File: config.mk
export PLATFORM = sky130hd
export DESIGN_NAME = cv32e40p_x_result_queue
export DESIGN_NICKNAME = d
export VERILOG_FILES = /design/src/rtl/cv32e40p_x_result_queue.sv
export SDC_FILE = /design/constraint.sdc
export NUM_CORES = 1
export LEC_CHECK = 0
export CAP_MARGIN = 0
export CORE_AREA = 5 5 137 139
export DETAILED_ROUTE_END_ITERATION = 10
export DIE_AREA = 0 0 142 144
export HOLD_SLACK_MARGIN = 0.15
export PLACE_DENSITY_LB_ADDON = 0.25
export RECOVER_POWER = 100
export SLEW_MARGIN = 30
export SYNTH_ARGS = -nofsm -noshare
export SYNTH_HDL_FRONTEND = slang
export SYNTH_SLANG_ARGS = --single-unit
File: constraint.sdc
create_clock -name clk_i -period 3.3 [get_ports clk_i]
set_input_delay 0.33 -clock clk_i [delete_from_list [all_inputs] [get_ports clk_i]]
set_output_delay 0.33 -clock clk_i [all_outputs]
set_load 0.03 [all_outputs]
File: src/rtl/cv32e40p_x_result_queue.sv
// Sits between the core X-interface and a coprocessor. Requests pass through under an
// outstanding-offload limit, and results are buffered and returned to the core in order.
module cv32e40p_x_result_queue #(
  parameter int RESULT_DEPTH    = 2,
  parameter int MAX_OUTSTANDING = 4,
  parameter int CNT_W           = $clog2(MAX_OUTSTANDING + 1)
) (
  input  logic             clk_i,
  input  logic             rst_ni,
  input  logic             x_valid_i,
  output logic             x_ready_o,
  input  logic [31:0]      x_instr_data_i,
  input  logic [95:0]      x_rs_i,
  input  logic [2:0]       x_rs_valid_i,
  output logic             x_accept_o,
  output logic             x_is_mem_op_o,
  output logic             x_writeback_o,
  output logic             x_rvalid_o,
  input  logic             x_rready_i,
  output logic [4:0]       x_rd_o,
  output logic [31:0]      x_data_o,
  output logic             x_dualwb_o,
  output logic             x_type_o,
  output logic             x_error_o,
  output logic             c_valid_o,
  input  logic             c_ready_i,
  output logic [31:0]      c_instr_data_o,
  output logic [95:0]      c_rs_o,
  output logic [2:0]       c_rs_valid_o,
  input  logic             c_accept_i,
  input  logic             c_is_mem_op_i,
  input  logic             c_writeback_i,
  input  logic             c_rvalid_i,
  output logic             c_rready_o,
  input  logic [4:0]       c_rd_i,
  input  logic [31:0]      c_data_i,
  input  logic             c_dualwb_i,
  input  logic             c_type_i,
  input  logic             c_error_i,
  output logic [CNT_W-1:0] outstanding_o,
  output logic             err_unexpected_o,
  output logic             err_rd_mismatch_o
);

  localparam int TAG_AW = (MAX_OUTSTANDING > 1) ? $clog2(MAX_OUTSTANDING) : 1;
  localparam int RES_AW = (RESULT_DEPTH > 1) ? $clog2(RESULT_DEPTH) : 1;
  localparam int RCNT_W = $clog2(RESULT_DEPTH + 1);
  localparam int ENT_W  = 40;

  logic [4:0]        tag_mem [MAX_OUTSTANDING];
  logic [ENT_W-1:0]  res_mem [RESULT_DEPTH];

  logic [TAG_AW-1:0] tag_wptr_q, tag_wptr_d, tag_rptr_q, tag_rptr_d;
  logic [CNT_W-1:0]  tag_cnt_q, tag_cnt_d;
  logic [RES_AW-1:0] res_wptr_q, res_wptr_d, res_rptr_q, res_rptr_d;
  logic [RCNT_W-1:0] res_cnt_q, res_cnt_d;
  logic [CNT_W-1:0]  outst_q, outst_d;
  logic              err_unexp_q, err_unexp_d, err_mism_q, err_mism_d;

  logic stall, tag_full, tag_empty, res_full, res_empty;
  logic tag_push, tag_pop, res_push, res_pop, res_hs, rd_mismatch;
  logic [4:0]       tag_head;
  logic [ENT_W-1:0] res_head, res_entry;

  assign tag_full  = (tag_cnt_q == CNT_W'(MAX_OUTSTANDING));
  assign tag_empty = (tag_cnt_q == '0);
  assign res_full  = (res_cnt_q == RCNT_W'(RESULT_DEPTH));
  assign res_empty = (res_cnt_q == '0);
  assign stall     = (outst_q == CNT_W'(MAX_OUTSTANDING)) | tag_full;

  assign c_valid_o      = x_valid_i & ~stall;
  assign x_ready_o      = c_ready_i & ~stall;
  assign c_instr_data_o = x_instr_data_i;
  assign c_rs_o         = x_rs_i;
  assign c_rs_valid_o   = x_rs_valid_i;
  assign x_accept_o     = c_accept_i;
  assign x_is_mem_op_o  = c_is_mem_op_i;
  assign x_writeback_o  = c_writeback_i;

  assign tag_push = x_valid_i & x_ready_o & c_accept_i & c_writeback_i;
  assign tag_head = tag_mem[tag_rptr_q];

  assign c_rready_o  = ~res_full;
  assign res_hs      = c_rvalid_i & c_rready_o;
  assign res_push    = res_hs & ~tag_empty;
  assign tag_pop     = res_push;
  assign rd_mismatch = res_push & (c_rd_i != tag_head);
  // A mismatched rd is still delivered, but marked as an error so the core can trap on it.
  assign res_entry   = {c_rd_i, c_data_i, c_dualwb_i, c_type_i, c_error_i | rd_mismatch};

  assign res_head   = res_mem[res_rptr_q];
  assign x_rvalid_o = ~res_empty;
  assign res_pop    = x_rvalid_o & x_rready_i;
  assign x_rd_o     = res_head[39:35];
  assign x_data_o   = res_head[34:3];
  assign x_dualwb_o = res_head[2];
  assign x_type_o   = res_head[1];
  assign x_error_o  = res_head[0];

  assign outstanding_o     = outst_q;
  assign err_unexpected_o  = err_unexp_q;
  assign err_rd_mismatch_o = err_mism_q;

  always_comb begin
    tag_wptr_d = tag_wptr_q;
    tag_rptr_d = tag_rptr_q;
    tag_cnt_d  = tag_cnt_q;
    res_wptr_d = res_wptr_q;
    res_rptr_d = res_rptr_q;
    res_cnt_d  = res_cnt_q;
    outst_d    = outst_q;
    err_unexp_d = err_unexp_q | (res_hs & tag_empty);
    err_mism_d  = err_mism_q | rd_mismatch;

    if (tag_push)
      tag_wptr_d = (tag_wptr_q == TAG_AW'(MAX_OUTSTANDING - 1)) ? '0 : tag_wptr_q + 1'b1;
    if (tag_pop)
      tag_rptr_d = (tag_rptr_q == TAG_AW'(MAX_OUTSTANDING - 1)) ? '0 : tag_rptr_q + 1'b1;
    case ({tag_push, tag_pop})
      2'b10:   tag_cnt_d = tag_cnt_q + 1'b1;
      2'b01:   tag_cnt_d = tag_cnt_q - 1'b1;
      default: tag_cnt_d = tag_cnt_q;
    endcase

    if (res_push)
      res_wptr_d = (res_wptr_q == RES_AW'(RESULT_DEPTH - 1)) ? '0 : res_wptr_q + 1'b1;
    if (res_pop)
      res_rptr_d = (res_rptr_q == RES_AW'(RESULT_DEPTH - 1)) ? '0 : res_rptr_q + 1'b1;
    case ({res_push, res_pop})
      2'b10:   res_cnt_d = res_cnt_q + 1'b1;
      2'b01:   res_cnt_d = res_cnt_q - 1'b1;
      default: res_cnt_d = res_cnt_q;
    endcase

    // Outstanding spans issue to delivery, so it counts queued tags plus buffered results.
    case ({tag_push, res_pop})
      2'b10:   outst_d = outst_q + 1'b1;
      2'b01:   outst_d = outst_q - 1'b1;
      default: outst_d = outst_q;
    endcase
  end

  always_ff @(posedge clk_i or negedge rst_ni) begin
    if (!rst_ni) begin
      tag_wptr_q  <= '0;
      tag_rptr_q  <= '0;
      tag_cnt_q   <= '0;
      res_wptr_q  <= '0;
      res_rptr_q  <= '0;
      res_cnt_q   <= '0;
      outst_q     <= '0;
      err_unexp_q <= 1'b0;
      err_mism_q  <= 1'b0;
    end else begin
      tag_wptr_q  <= tag_wptr_d;
      tag_rptr_q  <= tag_rptr_d;
      tag_cnt_q   <= tag_cnt_d;
      res_wptr_q  <= res_wptr_d;
      res_rptr_q  <= res_rptr_d;
      res_cnt_q   <= res_cnt_d;
      outst_q     <= outst_d;
      err_unexp_q <= err_unexp_d;
      err_mism_q  <= err_mism_d;
    end
  end

  // Storage carries no reset; occupancy is governed entirely by the pointers and counts.
  always_ff @(posedge clk_i) begin
    if (tag_push) tag_mem[tag_wptr_q] <= x_instr_data_i[11:7];
    if (res_push) res_mem[res_wptr_q] <= res_entry;
  end

endmodule

* After elaboration in Yosys (flattened, before gate mapping)
Memory sizes are Yosys's and may differ from the RTL's. Cells that the tools add are included.
Word-level totals: bits in registers 16, input port bits 180, memories kept 2, RAM bits 100
Cells by class: multiplexer cells 11, reductions and logical operators 5, eq/ne operators 12, $add $sub $neg 10, bitwise operators 18
Memories:
- res_mem | depth 2, width 40, rd ports 1, clocked after memory_dff 0, write ports 1, RTL line 51 | logic [ENT_W-1:0] res_mem [RESULT_DEPTH];
- tag_mem | depth 4, width 5, rd ports 1, clocked after memory_dff 0, write ports 1, RTL line 50 | logic [4:0] tag_mem [MAX_OUTSTANDING];
Operators by type and width (number):
- $eq 2x2->1 const B | 6
- $pmux 3 s2 | 2
- $and 1x1->1 | 10
- $add 2x1->2 const B | 3
- $add 3x1->3 const B | 2
- $eq 2x1->1 const B | 3
- $eq 3x3->1 const B | 2
- $mux 1 | 6
- $reduce_bool 2->1 | 3
- $sub 3x1->3 const B | 2
- $ne 5x5->1 | 1
- $mux 2 | 2
- $not 1->1 | 4
- $or 1x1->1 | 4
- $pmux 2 s2 | 1
- $logic_not 3->1 | 1
- $add 1x1->1 const B | 2
- $logic_not 2->1 | 1
- $sub 2x1->2 const B | 1

* Longest topological paths before layout
word-level depth 9, gate-level depth with buffers 12, mapped depth without buffers 11

* Least setup slack after synthesis
No wires, ideal clock.
kind flip-flop to flip-flop, from register res_cnt_q[0], to memory res_mem[0][0] (enable), setup time 0.438 ns, arrival time 2.683 ns, cell stages (with the launch flop) 4, slack 0.180 ns, path through dfrtp_1 > nand2b_1 > nand3_2 > nor2_1
Between the ends: cells in the longest elaborated chain, start to end 6
Ends and longest elaborated chain:
- start, declared | RTL line 56 | logic [RCNT_W-1:0] res_cnt_q, res_cnt_d;
- start signal, assigned | RTL line 160 | res_cnt_q <= res_cnt_d;
- $eq 2x2->1 | RTL line 67 | assign res_full = (res_cnt_q == RCNT_W'(RESULT_DEPTH));
- $not 1->1 | RTL line 83 | assign c_rready_o = ~res_full;
- named net c_rready_o | RTL line 34 | output logic c_rready_o,
- $and 1x1->1 | RTL line 84 | assign res_hs = c_rvalid_i & c_rready_o;
- $and 1x1->1 | RTL line 85 | assign res_push = res_hs & ~tag_empty;
- $mux 1 | RTL line 170 | if (res_push) res_mem[res_wptr_q] <= res_entry;
- $mux 1 (not written as such) | RTL line 170
- end, declared | RTL line 51
The timed path passes the listed nets, and every way through them passes these cells.

* Final worst setup path
from register res_rptr_q, to output x_rd_o[1]
Between the ends: cells in the longest elaborated chain, start to end 1
Ends and longest elaborated chain:
- start, declared | RTL line 55 | logic [RES_AW-1:0] res_wptr_q, res_wptr_d, res_rptr_q, res_rptr_d;
- start signal, assigned | RTL line 159 | res_rptr_q <= res_rptr_d;
- $mem_v2 2x40
- end, declared | RTL line 20 | output logic [4:0] x_rd_o,
No other way between the ends.

==> impl_metrics.csv <==
group,metric,value,unit
timing,timing.final.crit_period,2.70,ns
yosys,async_reset_ff_frac,0.138,
cts,cts_tree,"done",
yosys,syn_area,5610,sq um
critical_path,critPathMaxFanout,40,
critical_path,cp-start-kind,"flop",
drt,wl_met2,4.54,mm
timing,fin_skew,0.0118,ns
cts,cts_buffers,17,
yosys,synthCells,386,
global_routing,antenna_found_initial,0,
yosys,yosysWarnings,0,
job,drv_cap,0,
drt,ant_nets,0,
drt,firstDrtPassIters,4,
cts,cts-root-buf,"clkbuf_16",
finish,fin_area,6490,sq um
outcome,status,"completed",
critical_path,reg2reg_slack,0.71,ns
critical_path,critPathTopFamily,"buffers and inverters",
place,place_ws,0.845,ns
cts,postCtsSetupBuffers,0,
timing,setup_viol,0,
finish,drive_gt1_frac,0.198,
cts,worst_skew_pair.late_latency,0.41,ns
critical_path,crit_chain,"buf_4 -> mux2_2 -> dlygate4sd3_1",
power_and_ir_drop,finalPower,5910,uW
global_routing,grt_use_total,0.108,
global_routing,grt_pass1_wl,16.4,mm
yosys,ys_types,29,
place,dp_hpwl,7.70,mm
drt,post-route-drc-count,0,
timing,worst_slack,0.599,ns
power_and_ir_drop,irDropWorstVdd,0.373,mV
floorplanning,die_y,144,um
critical_path,path_class,"flop to output port",
global_routing,grt_pass1_vias,2989,
yosys,synth_seq_area_share,0.607,
cts,clockBufferDepth,2,
drt,met1_length,4.45,mm
finish,area_growth_syn_to_layout,15.7,%
floorplanning,ios,363,
cts,holdBufCountCts,0,
critical_path,critPathCaptureType,"output port",
global_routing,grt_max_degree,41,
power_and_ir_drop,leakage,0.00231,uW
timing,fmaxAchievable,370,MHz
finish,nets,566,
critical_path,worstPathRequired,2.97,ns
yosys,synth_edf_count,100,
timing,worst_slew_pin_slew,1.12,ns
finish,num_antenna_cells,0,
drt,wl_per_cell,17.2,um
floorplanning,start_util,0.320,
yosys,avgSynthCellArea,14.5,sq um
timing,fin_tns_setup,0,ns
timing,fin_crit_sh,0.818,
yosys,synth_flop_cell,"edfxtp_1",
drt,routed_via_density,4.38,
drt,dr_wl_met3,1.30,mm
critical_path,crit_buf_inv,2,
drt,routed_wl,10.6,mm
timing,slew_headroom,0.255,
floorplanning,dieArea,20400,sq um
power_and_ir_drop,powerDensity,912,nW/um^2
cts,clk_pin_slew,0.05,ns
critical_path,critPathSlowestCell,"dlygate4sd3_1",
drt,vias,2705,
yosys,syn_nets,576,
timing,rsz0062_at_grt,"false",
timing,hold_viol,0,
place,placed_cells,586,
place,dpl_cell_area,5970,sq um
timing,drv_slew,0,
floorplanning,placementRows,49,
floorplanning,core,17500,sq um
cts,cts_max_level,4,
place,place_congestion,0.702,
cts,cts_sinks,116,
cts,post_cts_resized,0,
yosys,ys_ff_latch,116,
global_routing,gr-total-overflow,0,
critical_path,max_stage_delay,0.72,ns
finish,instances_no_fill,618,
min_path,hold_class,"input port to async pin",
place,numPortBuffers,108,
floorplanning,dieWidth,142,um
drt,top_layer_used,"met5",
drt,drt_iter0_markers,97,
critical_path,arrival,2.37,ns
## metrics by stage
step / hold slack (ns) / utilization
2_1_floorplan: 0.0344 / -
3_3_place_gp: 0.453 / 0.341
3_5_place_dp: 0.456 / 0.341
4_1_cts: 0.397 / 0.371
5_1_grt: 0.486 / 0.370
6_report: 0.441 / 0.370
## final timing paths
path,depth (start not counted),start,endpoint
worst min-delay path,1,rst_ni,tag_wptr_q[1]$_DFFE_PN0P_
worst max register to register,5,tag_cnt_q[2]$_DFFE_PN0P_,res_mem[1][32]$_DFFE_PP_
worst min register to register,1,res_rptr_q$_DFFE_PN0P_,res_rptr_q$_DFFE_PN0P_
worst max-delay path,3,res_rptr_q$_DFFE_PN0P_,x_rd_o[1]
max in group asynchronous,1,rst_ni,res_rptr_q$_DFFE_PN0P_
min in group clk_i,1,res_rptr_q$_DFFE_PN0P_,res_rptr_q$_DFFE_PN0P_
## synth_stat cells, types with 3 or more instances
cell / n / share of area
mux2_2: 40 / 0.080
dfrtp_1: 16 / 0.071
buf_2: 3 / 0.0027
xor2_1: 11 / 0.017
inv_1: 10 / 0.0067
o21bai_1: 3 / 0.0040
clkbuf_1: 3 / 0.0020
ha_1: 8 / 0.018
nor2_1: 7 / 0.0047
xnor2_1: 10 / 0.016
nand2_1: 5 / 0.0033
mux2i_1: 12 / 0.021
and2_1: 8 / 0.0089
buf_4: 134 / 0.18
edfxtp_1: 100 / 0.54
## cells by family after synthesis
family | Yosys count | synth area share
AO/OA/AOI/OAI | 6 | 0.00848
buffers and inverters | 151 | 0.193
AND/OR/NAND/NOR | 28 | 0.0268
flip-flops | 116 | 0.607
multiplexers | 54 | 0.107
XOR/XNOR | 21 | 0.0328
adder cells (fa/ha/maj) | 10 | 0.0250
## final cells by class
| cell class | count | area [sq um] |
|---|---|---|
| clock buffer | 17 | 425 |
| clock inverter | 15 | 109 |
| fill | 1670 | 11000 |
| inverter | 10 | 37.5 |
| multi-input combinational | 119 | 1120 |
| sequential | 116 | 3400 |
| tap | 229 | 287 |
| timing repair buffer | 112 | 1100 |
## power breakdown
part           switching, uW  internal [uW]  leakage, uW  total [uW]
Combinational           1270            892     0.000952        2160
Sequential               158           2000      0.00110        2160
Clock                    641            957     0.000251        1600
Total                   2060           3850      0.00231        5910
## per-layer routing
metal	global-route usage	vias up
met2	0.147	203
li1	-	1187
met4	0.0571	2
met3	0.0718	43
met1	0.126	1270
met5	0.0144	-
## state kept, by name, summed over array words and instances, names as in the netlist, 2 cells and up
register / flops
tag_wptr_q: 2
tag_mem: 20
outstanding_o: 3
res_cnt_q: 2
tag_cnt_q: 3
tag_rptr_q: 2
res_mem: 80
## worst register-to-register path, cell delays in order, from the launching register on
cell      delay (ns)
dfrtp_1         0.40
or3_1           0.18
nand3_1         0.33
inv_1           0.23
and2_2          0.49
clkbuf_1        0.58
## layout by cell type (no fill, tap or decap), types with 2 or more instances in the layout
cell type,n
dlygate4sd3_1,100
edfxtp_1,100
mux2_2,40
clkbuf_16,17
dfrtp_1,15
mux2i_1,12
xor2_1,11
inv_1,10
xnor2_1,10
ha_1,8
clkdlybuf4s50_1,8
and2_0,6
nor2_1,6
nand2_1,5
clkinv_4,4
clkinvlp_4,4
o21bai_1,3
inv_6,3
fa_1,2
clkinv_2,2
clkinv_1,2
clkbuf_1,2
Note: power is estimated with default switching activity, not from simulation.
